==> src/rtl/if_id_reg.sv <==
// -----------------------------------------------------------------------------
// if_id_reg -- fetch/decode pipeline register with fetch-address checking and
// performance counters.
//
// Captures the fetched instruction word and its address into the decode slot.
// A misaligned or out-of-window fetch address is turned into an AdEL fetch
// exception. The fetched word is replaced by a zero word (nop) so decode never
// acts on it.
//
// Parameters:
//   PC_BASE   lowest legal fetch address; also the reset value of pc_D
//   PC_LIMIT  highest legal fetch address
//
// Ports:
//   clk          in   1   rising-edge clock
//   reset        in   1   synchronous active-high reset
//   Instr        in   32  instruction word from fetch
//   pc           in   32  address of Instr
//   InDelaySlot  in   1   fetched word sits in a branch/jump delay slot
//   Stall        in   1   hold the decode slot
//   Flush        in   1   insert a bubble (wins over Stall)
//   Instr_D      out  32  registered instruction
//   pc_D         out  32  registered instruction address
//   pc8_D        out  32  registered link address pc+8
//   Valid_D      out  1   decode slot holds a real fetched instruction
//   BD_D         out  1   registered delay-slot flag
//   ExcCode_D    out  5   fetch exception code (0 none, 4 AdEL)
//   FetchCnt     out  32  saturating count of load edges
//   StallCnt     out  32  saturating count of stalled edges
// -----------------------------------------------------------------------------
module if_id_reg #(
  parameter logic [31:0] PC_BASE  = 32'h0000_3000,
  parameter logic [31:0] PC_LIMIT = 32'h0000_6FFC
) (
  input  logic        clk,
  input  logic        reset,
  input  logic [31:0] Instr,
  input  logic [31:0] pc,
  input  logic        InDelaySlot,
  input  logic        Stall,
  input  logic        Flush,
  output logic [31:0] Instr_D,
  output logic [31:0] pc_D,
  output logic [31:0] pc8_D,
  output logic        Valid_D,
  output logic        BD_D,
  output logic [4:0]  ExcCode_D,
  output logic [31:0] FetchCnt,
  output logic [31:0] StallCnt
);

  localparam logic [4:0] EXC_NONE = 5'd0;
  localparam logic [4:0] EXC_ADEL = 5'd4;

  // Counters stick at all-ones instead of wrapping.
  function automatic logic [31:0] sat_inc(input logic [31:0] v);
    return (v == 32'hFFFF_FFFF) ? v : v + 32'd1;
  endfunction

  logic [31:0] r_instr_p0;
  logic [31:0] r_pc_p0;
  logic [31:0] r_pc8_p0;
  logic        r_vld_p0;
  logic        r_bd_p0;
  logic [4:0]  r_exc_p0;
  logic [31:0] r_fetch_cnt;
  logic [31:0] r_stall_cnt;

  logic        w_fault;
  logic [31:0] w_pc8;

  // Unsigned window compare plus word alignment.
  assign w_fault = (pc[1:0] != 2'b00) || (pc < PC_BASE) || (pc > PC_LIMIT);
  assign w_pc8   = pc + 32'd8;

  // ---- fetch -> decode boundary ----
  always_ff @(posedge clk) begin
    if (reset) begin
      r_instr_p0  <= 32'h0000_0000;
      r_pc_p0     <= PC_BASE;
      r_pc8_p0    <= PC_BASE + 32'd8;
      r_vld_p0    <= 1'b0;
      r_bd_p0     <= 1'b0;
      r_exc_p0    <= EXC_NONE;
      r_fetch_cnt <= 32'h0000_0000;
      r_stall_cnt <= 32'h0000_0000;
    end else if (Flush) begin
      // Bubble still tracks the current pc so exception reporting has an address.
      r_instr_p0 <= 32'h0000_0000;
      r_pc_p0    <= pc;
      r_pc8_p0   <= w_pc8;
      r_vld_p0   <= 1'b0;
      r_bd_p0    <= 1'b0;
      r_exc_p0   <= EXC_NONE;
    end else if (Stall) begin
      r_stall_cnt <= sat_inc(r_stall_cnt);
    end else begin
      r_instr_p0  <= w_fault ? 32'h0000_0000 : Instr;
      r_pc_p0     <= pc;
      r_pc8_p0    <= w_pc8;
      r_vld_p0    <= 1'b1;
      r_bd_p0     <= InDelaySlot;
      r_exc_p0    <= w_fault ? EXC_ADEL : EXC_NONE;
      r_fetch_cnt <= sat_inc(r_fetch_cnt);
    end
  end

  assign Instr_D   = r_instr_p0;
  assign pc_D      = r_pc_p0;
  assign pc8_D     = r_pc8_p0;
  assign Valid_D   = r_vld_p0;
  assign BD_D      = r_bd_p0;
  assign ExcCode_D = r_exc_p0;
  assign FetchCnt  = r_fetch_cnt;
  assign StallCnt  = r_stall_cnt;

endmodule

==> config.mk <==
export PLATFORM = sky130hd
export DESIGN_NAME = if_id_reg
export DESIGN_NICKNAME = d
export VERILOG_FILES = /design/src/rtl/if_id_reg.sv
export SDC_FILE = /design/constraint.sdc
export NUM_CORES = 1
export LEC_CHECK = 0
export BUFFER_PORTS_ARGS = -buffer_cell sky130_fd_sc_hd__buf_2
export CORE_MARGIN = 1.5
export CORE_UTILIZATION = 46
export DETAILED_ROUTE_END_ITERATION = 10
export GPL_TIMING_DRIVEN = 0
export PLACE_DENSITY_LB_ADDON = 0.08
export SLEW_MARGIN = 20
export SYNTH_ARGS = -nofsm -noshare
export SYNTH_HDL_FRONTEND = slang
export SYNTH_SLANG_ARGS = --single-unit
==> constraint.sdc <==
create_clock -name clk -period 2.1 [get_ports clk]
set_input_delay 0.105 -clock clk [delete_from_list [all_inputs] [get_ports clk]]
set_output_delay 0.105 -clock clk [all_outputs]
set_load 0.005 [all_outputs]
Yosys cells after proc, flatten, opt, wreduce, memory -nomap -nowiden

Index checks and enable logic that the tools add are counted.

$mul: 0
Equal/unequal tests: 3
Shifts and indexed selects: 0
Order comparisons: 2
$add $sub $neg: 3
Multiplexer cells: 6
Bitwise operators: 4
Div/mod/pow operators: 0
Reductions and logical operators: 6

Operator list:

| operator                | count |
|---|---|
| $mux W32                | 5 |
| $add A32 B1 Y32 const B | 2 |
| $eq A32 B32 Y1 const B  | 2 |
| $add A32 B4 Y32 const B | 1 |
| $gt A32 B15 Y1 const B  | 1 |
| $lt A32 B14 Y1 const B  | 1 |
| $reduce_and A3 Y1       | 2 |
| $not A1 Y1              | 4 |
| $mux W3                 | 1 |
| $logic_or A1 B1 Y1      | 2 |
| $ne A2 B1 Y1 const B    | 1 |
| $reduce_bool A2 Y1      | 1 |
| $reduce_or A2 Y1        | 1 |

ROM bits: 0
Register bits: 167
Memory bits (writable): 0
Latch bits: 0
Input port bits: 69
Memories: 0
Output and inout port bits: 167
Word-level logic and storage cells: 32

Logic depth before layout (Yosys ltp)

Depth in word-level cells: 4
Gate-level depth with buffers: 9
Depth with buffers taken out: 6

Worst setup path before layout

OpenSTA, ideal clock, no wires.

Path kind: flip-flop to flip-flop
Start point: register r_fetch_cnt[0] (netlist: FetchCnt[0])
End point: register r_fetch_cnt[1] (netlist: FetchCnt[1])
Stages on the path, launching flop included: 10
Data arrival time: 2.150 ns
Setup time: 0.128 ns
Path buffers: 3
Path slack: -0.177 ns
Clock period less this slack: 2.277 ns
Data required time: 1.972 ns
Cell sequence: dfxtp_1 -> ha_1 -> nand3_1 -> or4_1 -> clkbuf_1 -> o21ai_1 -> buf_2 -> buf_2 -> mux2i_1 -> nor2_1

Cells in the longest elaborated chain, start to end: 3
Elaborated cells between the ends (all ways): 4
Classes of those cells: add/sub (1); eq/ne (1); bitwise (1); reduce/logical (1)

RTL lines:

| item                                                                    | line | text |
|---|---|---|
| start: declaration                                                      | 66   | `logic [31:0] r_fetch_cnt;` |
| start signal: assignment                                                | 104  | `r_fetch_cnt <= sat_inc(r_fetch_cnt);` |
| parallel branches: the longest is 3 deep, another holds $add A32 B1 Y32 | -    |  |

Several ways; the timed one is not identified.
A chain may end at the register's enable or synchronous reset.

Worst setup path after layout

Start point: register r_stall_cnt[23] (netlist: StallCnt[23])
End point: register r_stall_cnt[26] (netlist: StallCnt[26])

Cells in the longest elaborated chain, start to end: 3
Elaborated cells between the ends (all ways): 4
Classes of those cells: add/sub (1); eq/ne (1); bitwise (1); reduce/logical (1)

RTL lines:

| item                                                                    | line | text |
|---|---|---|
| start: declaration                                                      | 67   | `logic [31:0] r_stall_cnt;` |
| start signal: assignment                                                | 96   | `r_stall_cnt <= sat_inc(r_stall_cnt);` |
| parallel branches: the longest is 3 deep, another holds $add A32 B1 Y32 | -    |  |

Several ways; the timed one is not identified.

==> metrics.md <==
| Metric | Value |
|---|---|
| TritonCTS clock tree | `yes` |
| Setup violators final | `0` |
| Vias per inst | `about 5.4` |
| HP Class | `in2reg` |
| CTS sink cnt | `between 150 and 200` |
| Placed Cells | `1251` |
| CP startpoint | `StallCnt[23]$_SDFFE_PP0P_` |
| Core area | `14700 um2` |
| Iter 0 DRT Violations | `approximately 500` |
| Clk root buf | `clkbuf_16` |
| Pwr Total | `7110 uW` |
| CTS H-tree depth | `4` |
| Initial antenna violation count | `0` |
| Total gr overflow | `0` |
| Pwr Density | `697 nW/um2` |
| Slew at the pin closest to its max-slew limit | `0.691 ns` |
| R2R depth | `5` |
| Fin crit share | `99.1%` |
| Clk Latency, worst-skew pair | `0.43 ns` |
| Routed wire length | `~22 mm` |
| Final cell count without fillers | `1378` |
| Final instance area | `10200 um2` |
| Drt drc | `0` |
| Share of layout cells above drive strength 1 | `a little under a third` |
| Clock-pin slew of the registers on the worst-case setup and hold paths | `0.06 ns` |
| Setup slack at placement | `-0.391 ns` |
| I/O Buffers | `227` |
| Crit-path cells | `nand2_2, or4_4, or4_4, or3_4, a21oi_2` |
| Hold Violations, Final | `0` |
| Post-synth top flop | `dfxtp_1` |
| Drt pass-1 iters | `7` |
| DP Area | `between 8000 and 9000 um2` |
| Worst setup path end | `StallCnt[26]$_SDFFE_PP0P_` |
| Fin crit period | `2.08 ns` |
| Yosys top cell by area | `dfxtp_1` |
| Status | `completed` |
| Setup crit start kind | `register` |
| FFs w/ async S/R, synth | `0%` |
| Post-Syn Area per Cell | `~8.4 um2` |
| Area growth syn-to-layout | `45.4%` |
| Die H | `127 um` |
| Critical path capture point type | `register` |
| # rows | `44` |
| Relative max-transition margin | `between 50% and 60%` |
| Slack of the critical path | `0.0179 ns` |
| R2R Setup Slk | `around 0.018 ns` |
| CP Data Arrival Time | `2.44 ns` |
| Synth area leaders | `dfxtp_1 46%, nand2_1 5.4%, a21oi_1 5.3%` |
| First-pass GRT wire length | `around 34 mm` |
| DRT antenna net count | `0` |
| Pleak | `around 0.0044 uW` |
| Required @ worst endpoint | `between 2 and 2.5 ns` |
| Vias | `7482` |
| Max-cap violations | `0` |
| Fmax | `~0.48 GHz` |
| Number of flops mapped to enable cells by yosys | `0` |
| Total CTS buffers | `17` |
| Hold Slack | `0.0184 ns` |
| Gr usage total | `about a quarter` |
| RR Startpoint | `StallCnt[23]$_SDFFE_PP0P_` |
| Max stage delay cell, worst path | `or4_4` |
| Initial Utilization | `47.8%` |
| CP max FO | `7` |
| CTS Buffer Depth | `2` |
| Clock skew | `between 0.004 and 0.005 ns` |
| HPWL after DPL | `~15 mm` |
| Top-Level Pins | `236` |
| Maximum VDD drop | `0.557 mV` |
| Sequential share of the synthesized area | `45.6%` |
| Yosys warnings | `0` |
| Critical path's largest stage delay | `roughly 0.55 ns` |
| Syn Std Cell Area | `7030 um2` |
| Avg WL per Cell | `15.6 um` |
| Share of the synthesized area in the top cell type | `between 40% and 50%` |
| Critical path class | `reg2reg` |
| Total die area | `16000 um2` |
| Pins Over Slew Limit | `0` |
| Most common cell on crit path | `or4_4` |
| Mapped Cells | `837` |
| Synth unique cells | `47` |
| Nets@finish | `1253` |
| Ant diodes | `0` |
| Die W | `127 um` |
| GP Congestion | `0.814` |
| Largest net degree at the start of global routing | `17` |
| Flops & latches, synth | `160` |
| Vias in the first global route | `7025` |
| Worst r2r dst | `StallCnt[26]$_SDFFE_PP0P_` |
## registers in the layout, indices dropped and copies added, names as in the netlist
register / cells
BD_D: 1
ExcCode_D: 1
FetchCnt: 32
Instr_D: 32
StallCnt: 32
Valid_D: 1
pc8_D: 29
pc_D: 32
## how the worst min path moves through the flow
stage / cells after the start / endpoint / start / slack, ns
floorplan: 1 / BD_D$_SDFFE_PP0N_ / Flush / 0.18
global placement: 3 / Instr_D[4]$_SDFFE_PP0N_ / Instr[4] / 0.34
detailed placement: 3 / Instr_D[22]$_SDFFE_PP0N_ / Instr[22] / 0.34
CTS: 3 / pc_D[6]$_SDFFE_PP0P_ / pc[6] / 0.007
global route: 3 / pc_D[6]$_SDFFE_PP0P_ / pc[6] / 0.06
finish: 3 / pc_D[6]$_SDFFE_PP0P_ / pc[6] / 0.02
## final cells by class
cell class	instances	area (um2)
Clock buffer	18	439
Multi-Input combinational cell	618	3790
Buffer	50	235
Fill cell	1228	4490
Clock inverter	14	179
Inverter	8	30.0
Tap cell	184	230
Sequential cell	160	3260
Timing Repair Buffer	326	2040
## cell families (layout without fill, tap and decap cells)
group / after synthesis / after routing / share of synthesized area, %
AOI/OAI and AO/OA: 159 / 159 / 13.2
xor gates and xnor gates: 41 / 41 / 5.11
adders and majority gates: 3 / 3 / 0.534
DFF: 160 / 160 / 45.6
muxes: 40 / 40 / 5.77
buffers and inverters: 62 / 416 / 3.74
other: 1 / 4 / 0.0534
and+or+nand+nor: 371 / 371 / 26.0
## metrics by stage
stage                     utilization [%]  TNS (ns)
after CTS                            67.8    -0.412
after global placement               57.5     -8.82
final                                69.5         0
after floorplan                         -   -0.0613
after global routing                 69.5    -0.277
after detailed placement             57.5     -8.89
## report_power, final
group / internal (uW) / total (uW) / switching (uW) / leakage (uW)
logic: 331 / 696 / 365 / 0.00278
registers: 3120 / 3180 / 56.5 / 0.00132
clock network: 1920 / 3240 / 1320 / 0.000294
## cell usage after synthesis (all sizes together), types with 9 or more instances
cell type,n
or3,34
nor2,97
a21oi,74
dfxtp,160
clkbuf,40
buf,14
and3,9
nand3,38
nand4,32
mux2i,36
nand2,101
and4,10
a211oi,24
o21ai,37
xor2,27
xnor2,14
nor3,12
nor4,13
## cells in the final DEF, fill, tap and decap left out, types with 5 or more instances in the layout
master / count
buf_2: 227
dfxtp_1: 135
nand2_1: 99
nor2_1: 95
a21oi_1: 72
dlygate4sd3_1: 63
buf_4: 42
mux2i_1: 36
clkbuf_1: 35
o21ai_0: 35
nand3_1: 33
or3_1: 32
nand4_1: 31
xor2_1: 27
a211oi_1: 24
clkbuf_16: 17
xnor2_1: 14
dfxtp_2: 13
dfxtp_4: 12
nor4_1: 8
nor3_1: 8
and4_1: 8
inv_1: 8
and3_1: 7
a311oi_1: 5
o31ai_1: 5
or4_1: 5
## layer usage
metal  share of wire [%]  routed length (um)  track usage [%]
met1                  42                9000             31.8
met2                  48               10400             44.9
met3                 7.0                1510             8.22
met4                 2.9                 625             10.8
met5                   0                   0                0
## worst max-delay path: cells and delay by family (launching register included)
family / cells / cell delay (ns)
flip-flops: 1 / 0.36
AO/OA/AOI/OAI: 1 / 0.12
AND/OR/NAND/NOR: 4 / 1.54
## repair_timing
action	in CTS	in global routing
hold buffers	63	0
pin swaps	11	13
buffers inserted	18	18
resized for setup	34	41
endpoints found under the setup margin	40	85
gates cloned	0	0
endpoints found under the hold margin	65	0
Note: power is estimated with default switching activity, not from simulation.
